### src/rtl/cam_pixel_capture_if.sv
// Pixel-capture bus: camera byte stream in, frame-buffer writes out.
// Ports: CAM_DATA/CAM_HREF/CAM_VSYNC (camera), PIXEL_OUT/WRITE_ADDRESS/W_EN/FRAME_DONE (memory).
interface cam_pixel_capture_if #(
    parameter int ADDR_W = 15
);
    logic [7:0]        CAM_DATA;
    logic              CAM_HREF;
    logic              CAM_VSYNC;
    logic [7:0]        PIXEL_OUT;
    logic [ADDR_W-1:0] WRITE_ADDRESS;
    logic              W_EN;
    logic              FRAME_DONE;

    // master: camera source / memory sink side
    modport master (
        output CAM_DATA, CAM_HREF, CAM_VSYNC,
        input  PIXEL_OUT, WRITE_ADDRESS, W_EN, FRAME_DONE
    );

    // slave: the capture block itself
    modport slave (
        input  CAM_DATA, CAM_HREF, CAM_VSYNC,
        output PIXEL_OUT, WRITE_ADDRESS, W_EN, FRAME_DONE
    );
endinterface

### src/rtl/cam_pixel_capture.sv
// Packs the camera RGB565 byte stream into RGB332 and writes it to a frame buffer.
// Ports: CLK, RESET_N (sync, active-low), bus (slave side of cam_pixel_capture_if).
module cam_pixel_capture #(
    parameter int WIDTH  = 176,
    parameter int HEIGHT = 144,
    parameter int ADDR_W = 15
) (
    input logic CLK,
    input logic RESET_N,
    cam_pixel_capture_if.slave bus
);
    localparam int XW = $clog2(WIDTH + 1);
    localparam int YW = $clog2(HEIGHT + 1);
    localparam logic [XW-1:0] X_MAX = XW'(WIDTH);
    localparam logic [YW-1:0] Y_MAX = YW'(HEIGHT);

    typedef enum logic [1:0] {
        SYNC,
        BLANK,
        HI,
        LO
    } state_t;

    state_t            state, state_n;
    logic [XW-1:0]     x, x_n;
    logic [YW-1:0]     y, y_n;
    logic [7:0]        hi_byte, hi_byte_n;
    logic              href_q;
    logic              vsync_q;
    logic [7:0]        pixel, pixel_n;
    logic [ADDR_W-1:0] addr, addr_n;
    logic              w_en, w_en_n;
    logic              frame_done, frame_done_n;

    logic vs_rise;
    logic vs_fall;
    logic href_fall;

    assign vs_rise   = bus.CAM_VSYNC & ~vsync_q;
    assign vs_fall   = ~bus.CAM_VSYNC & vsync_q;
    assign href_fall = ~bus.CAM_HREF & href_q;

    assign bus.PIXEL_OUT     = pixel;
    assign bus.WRITE_ADDRESS = addr;
    assign bus.W_EN          = w_en;
    assign bus.FRAME_DONE    = frame_done;

    always_ff @(posedge CLK) begin
        if (!RESET_N) begin
            state      <= SYNC;
            x          <= '0;
            y          <= '0;
            hi_byte    <= '0;
            href_q     <= 1'b0;
            vsync_q    <= 1'b0;
            pixel      <= '0;
            addr       <= '0;
            w_en       <= 1'b0;
            frame_done <= 1'b0;
        end else begin
            state      <= state_n;
            x          <= x_n;
            y          <= y_n;
            hi_byte    <= hi_byte_n;
            href_q     <= bus.CAM_HREF;
            vsync_q    <= bus.CAM_VSYNC;
            pixel      <= pixel_n;
            addr       <= addr_n;
            w_en       <= w_en_n;
            frame_done <= frame_done_n;
        end
    end

    always_comb begin
        state_n      = state;
        x_n          = x;
        y_n          = y;
        hi_byte_n    = hi_byte;
        pixel_n      = pixel;
        addr_n       = addr;
        w_en_n       = 1'b0;
        frame_done_n = 1'b0;

        unique case (state)
            SYNC: begin
                // wait for a clean frame start; partial frames are skipped
                if (vs_rise) begin
                    state_n = BLANK;
                end
            end
            BLANK: begin
                if (vs_fall) begin
                    x_n     = '0;
                    y_n     = '0;
                    state_n = HI;
                end
            end
            HI, LO: begin
                if (vs_rise) begin
                    // end of frame wins over any byte or line edge
                    frame_done_n = 1'b1;
                    state_n      = BLANK;
                end else if (href_fall) begin
                    // unpaired high byte is dropped; empty lines keep Y
                    state_n = HI;
                    if (x != '0) begin
                        if (y != Y_MAX) begin
                            y_n = y + 1'b1;
                        end
                        x_n = '0;
                    end
                end else if (bus.CAM_HREF) begin
                    if (state == HI) begin
                        hi_byte_n = bus.CAM_DATA;
                        state_n   = LO;
                    end else begin
                        if (x < X_MAX && y < Y_MAX) begin
                            w_en_n  = 1'b1;
                            pixel_n = {hi_byte[7:5], hi_byte[2:0],
                                       bus.CAM_DATA[4:3]};
                            addr_n  = ADDR_W'(int'(y) * WIDTH + int'(x));
                        end
                        if (x != X_MAX) begin
                            x_n = x + 1'b1;
                        end
                        state_n = HI;
                    end
                end
            end
            default: state_n = SYNC;
        endcase
    end
endmodule

### src/flat_wrapper.sv
// flat-port wrapper written by rule: the top's interface ports become plain ports
module cam_pixel_capture_flat 
#(
    parameter int WIDTH  = 176,
    parameter int HEIGHT = 144,
    parameter int ADDR_W = 15
)
  (CLK, RESET_N, bus_CAM_DATA, bus_CAM_HREF, bus_CAM_VSYNC, bus_PIXEL_OUT, bus_WRITE_ADDRESS, bus_W_EN, bus_FRAME_DONE);
  cam_pixel_capture_if #(.ADDR_W(ADDR_W)) bus_i ();
  input logic CLK;
  input logic RESET_N;
  input wire logic [$bits(bus_i.CAM_DATA)-1:0] bus_CAM_DATA;
  input wire logic [$bits(bus_i.CAM_HREF)-1:0] bus_CAM_HREF;
  input wire logic [$bits(bus_i.CAM_VSYNC)-1:0] bus_CAM_VSYNC;
  output wire logic [$bits(bus_i.PIXEL_OUT)-1:0] bus_PIXEL_OUT;
  output wire logic [$bits(bus_i.WRITE_ADDRESS)-1:0] bus_WRITE_ADDRESS;
  output wire logic [$bits(bus_i.W_EN)-1:0] bus_W_EN;
  output wire logic [$bits(bus_i.FRAME_DONE)-1:0] bus_FRAME_DONE;
  assign bus_i.CAM_DATA = bus_CAM_DATA;
  assign bus_i.CAM_HREF = bus_CAM_HREF;
  assign bus_i.CAM_VSYNC = bus_CAM_VSYNC;
  assign bus_PIXEL_OUT = bus_i.PIXEL_OUT;
  assign bus_WRITE_ADDRESS = bus_i.WRITE_ADDRESS;
  assign bus_W_EN = bus_i.W_EN;
  assign bus_FRAME_DONE = bus_i.FRAME_DONE;
  cam_pixel_capture #(.WIDTH(WIDTH), .HEIGHT(HEIGHT), .ADDR_W(ADDR_W)) u_core (.CLK(CLK), .RESET_N(RESET_N), .bus(bus_i));
endmodule
### config.mk
export PLATFORM = sky130hd
export DESIGN_NAME = cam_pixel_capture_flat
export DESIGN_NICKNAME = d
export VERILOG_FILES = /design/src/rtl/cam_pixel_capture_if.sv /design/src/rtl/cam_pixel_capture.sv /design/src/flat_wrapper.sv
export SDC_FILE = /design/constraint.sdc
export NUM_CORES = 1
export LEC_CHECK = 0
export ABC_CLOCK_PERIOD_IN_PS = 4120
export CAP_MARGIN = 20
export CORE_UTILIZATION = 56
export CTS_CLUSTER_SIZE = 14
export DETAILED_ROUTE_END_ITERATION = 7
export MAX_ROUTING_LAYER = met4
export PLACE_DENSITY_LB_ADDON = 0.12
export SLEW_MARGIN = 20
export SYNTH_ARGS = -nofsm -noshare
export SYNTH_HDL_FRONTEND = slang
export SYNTH_SLANG_ARGS = --single-unit
export TNS_END_PERCENT = 100
### constraint.sdc
create_clock -name CLK -period 4.12 [get_ports CLK]
set_input_delay 0.824 -clock CLK [delete_from_list [all_inputs] [get_ports CLK]]
set_output_delay 0.824 -clock CLK [all_outputs]
set_load 0.01 [all_outputs]
==> key figures <==
Clocking
  • Hold buffer count at cts: 0
  • Clock tree sinks: 51
  • Post-CTS Setup Inserts: 0
  • Clock insertion delay at the later pin of the skew report: 0.31 ns
  • TritonCTS Buffers: 5
  • Cells resized by post-CTS repair: 0
  • Maximum root-to-sink buffer count: 2
  • Number of H-tree levels: 2
  • Root Buffer: sky130_fd_sc_hd__clkbuf_8
  • Clock transition time at the flip-flop clock pins of the worst setup and hold paths: 0.09 ns
  • Clock tree from TritonCTS: yes

Critical path
  • Data required, critical path: 4.35 ns
  • Setup crit start kind: flip-flop
  • Kind of end point of the critical path: flip-flop
  • Worst setup path category: flip-flop to flip-flop
  • Maximum fanout count along the critical path: 6
  • Worst endpoint data arrival time: 3.47 ns
  • Standard cell with the maximum stage delay on the critical path: sky130_fd_sc_hd__fa_1
  • Worst-path cell chain: ha_1 -> ha_1 -> fa_1 -> ha_1 -> nand3_1 -> a21boi_0 -> nor4b_1 -> nand2_1 -> xor2_1 -> a211oi_1
  • Delay of the slowest critical-path stage: 0.51 ns
  • Crit path top cell by count: sky130_fd_sc_hd__ha_1

Detailed routing
  • Iteration-0 DRC count of the detailed router: 135
  • Number of vias after detailed routing: 2458
  • Number of search-and-repair iterations in the first detailed-routing pass: 4
  • Drt wl/cell: 13.9 um
  • Detailed-route DRC error count: 0
  • Post-detailed-routing wire length: 6110 um
  • Average via count per standard cell: 5.60
  • Number of nets with antenna violations after routing: 0

Synth
  • Top FF cell, synth: sky130_fd_sc_hd__dfxtp_1
  • Top cell type's share of synthesized area: 0.341
  • Count of different cell masters after synthesis: 50
  • Dominant cell type by area after synthesis: sky130_fd_sc_hd__dfxtp_1
  • Netlist area before placement: 3000 um2
  • Nets in the synthesized netlist: 379
  • Biggest area contributors in the synthesized netlist: sky130_fd_sc_hd__dfxtp_1 34%, sky130_fd_sc_hd__ha_1 11%, sky130_fd_sc_hd__mux2i_1 7.7%
  • Share of synthesized area occupied by flip-flops and latches: 0.341
  • Number of synthesized flops with an enable pin: 0
  • Most frequent cells after synthesis: 59 x sky130_fd_sc_hd__nor2_1, 51 x sky130_fd_sc_hd__dfxtp_1, 26 x sky130_fd_sc_hd__ha_1
  • Share of synthesized flip-flops with an asynchronous set or reset: 0
  • Mean instance size in the synthesized netlist: 8.95 um2
  • Most repeated cell in the gate-level netlist after synthesis: sky130_fd_sc_hd__nor2_1
  • Warnings from Yosys: 0
  • Synthesis-stage register bit count: 51
  • Gate Count Post-Synth: 335

Placement
  • Weighted congestion at the end of routability-driven global placement: 0.860
  • Cell area after placement: 3420 um2
  • Placed wire-length estimate: 4550 um
  • Port buffer count: 36

Global route
  • Wire length of the first global-routing pass: 10200 um
  • Congestion Overflow GR: 0
  • GRT Overall Usage: 0.247
  • Initial antenna violation count: 0
  • Largest net degree at the start of global routing: 32
  • Vias in the first global route: 2267

Finish
  • Utilization after layout: 0.686
  • Final net count: 413
  • Final-layout fill cell count: 449
  • Proportion of layout cells with a drive suffix above 1: 0.0379
  • Ant. Diodes: 0
  • Summed area of non-filler cells in the final layout: 3530 um2
  • Layout Area Growth over Synthesis: 17.7%

Timing
  • RSZ-0062 raised after global routing: no
  • Actual slew at the worst max-slew pin: 0.537 ns
  • Normalized max-slew margin: 0.639
  • Fin crit period: 3.24 ns
  • Top achievable clock speed: 0.309 GHz
  • Number of max-slew violations in the final report: 0
  • Post-route fraction of the period consumed by the critical path: 0.786
  • Sum of negative setup slack: 0 ns
  • Final-report hold violation count: 0
  • Final-report setup violation count: 0
  • Final setup skew: 0.0118 ns

Floorplan
  • Die Span X: 75.2 um
  • Die extent in y: 75.2 um
  • Core region area: 5140 um2
  • Die footprint: 5650 um2
  • Rows: 26
  • I/O pins: 37
  • Effective utilization at floorplan: 0.583

Run
  • Max-capacitance violation count: 0

Status
  • Result of the run: finished, final reports clean

Pwr
  • Total power density per cell area: 247 nW/um2
  • Leakage power summed over all cells: 1.57 nW
  • Max rail drop VDD: 0.276 mV

Worst hold path
  • Worst min-delay path class: flip-flop to flip-flop
kinds of logic (layout without fill, tap and decap cells):
kind of cell             Yosys count  count (layout)  share of synthesized area
XOR/XNOR                          22              22                     0.0643
adder cells (fa/ha/maj)           32              32                      0.149
flip-flops                        51              51                      0.341
AND/OR/NAND/NOR                  125             125                      0.206
AO/OA/AOI/OAI                     51              51                      0.118
multiplexers                      25              25                     0.0843
buffers and inverters             29              63                     0.0380
metal layers:
layer,vias up,global-route usage,share of wire
met2,50,0.375,0.45
met4,0,0.107,0.021
met3,12,0.0522,0.042
met5,-,-,0
met1,1150,0.319,0.48
li1,1246,-,-
final timing paths:
path                                        start  cells past startpoint                           end  slack (ns)
worst min-delay path            u_core.hi_byte[1]                      2       u_core.bus.PIXEL_OUT[3]        0.49
worst min register to register  u_core.hi_byte[1]                      2       u_core.bus.PIXEL_OUT[3]        0.49
worst max register to register        u_core.y[0]                     10  u_core.bus.WRITE_ADDRESS[12]        0.88
worst max-delay path                  u_core.y[0]                     10  u_core.bus.WRITE_ADDRESS[12]        0.88
registers in the layout, summed over array words and instances, names as in the netlist:
register and flops:
u_core.bus.WRITE_ADDRESS 15, u_core.bus.FRAME_DONE 1, u_core.bus.W_EN 1, u_core.y 8
u_core.x 8, u_core.href_q 1, u_core.state 2, u_core.bus.PIXEL_OUT 8
u_core.vsync_q 1, u_core.hi_byte 6
per-stage QoR:
step	std cells	total power [mW]	setup WS (ns)	hold WS (ns)
after floorplan	335	0.528	1.14	0.454
after global routing	439	0.895	0.657	0.512
final	439	0.870	0.882	0.491
after CTS	439	0.877	0.890	0.494
after detailed placement	432	0.546	0.911	0.469
after global placement	432	0.545	1.00	0.460
critical path, delay by kind of cell (launching register included):
family | cells | cell delay, ns
adders and majority gates | 4 | 1.44
and+or+nand+nor | 3 | 0.64
DFF | 1 | 0.47
AOI/OAI and AO/OA | 2 | 0.45
xor gates and xnor gates | 1 | 0.16
final cells by class:
class,instances,area [um2],area share
multi-input combinational,255,1870,0.530
sequential,51,1020,0.290
timing repair buffer,39,383,0.109
tap,70,87.6,0.0248
clock buffer,6,72.6,0.0206
inverter,17,63.8,0.0181
clock inverter,1,30.0,0.00852
cells in the final DEF (no fill, tap or decap), types with 6 or more instances in the layout:
cell type and n:
sky130_fd_sc_hd__nor2_1 59, sky130_fd_sc_hd__dfxtp_1 51, sky130_fd_sc_hd__clkdlybuf4s50_1 36, sky130_fd_sc_hd__ha_1 26, sky130_fd_sc_hd__mux2i_1 23, sky130_fd_sc_hd__inv_1 17, sky130_fd_sc_hd__nand2_1 14, sky130_fd_sc_hd__xor2_1 13
sky130_fd_sc_hd__a211oi_1 10, sky130_fd_sc_hd__xnor2_1 9, sky130_fd_sc_hd__a21oi_1 9, sky130_fd_sc_hd__nand4_1 8, sky130_fd_sc_hd__o21ai_0 8, sky130_fd_sc_hd__nand3_1 6, sky130_fd_sc_hd__a21o_1 6, sky130_fd_sc_hd__fa_1 6
power breakdown:
part	internal [mW]	switching (mW)
Combinational	0.0174	0.0182
Clock	0.178	0.157
Sequential	0.495	0.00319
Total	0.691	0.179
Note: power is estimated with default switching activity, not from simulation.
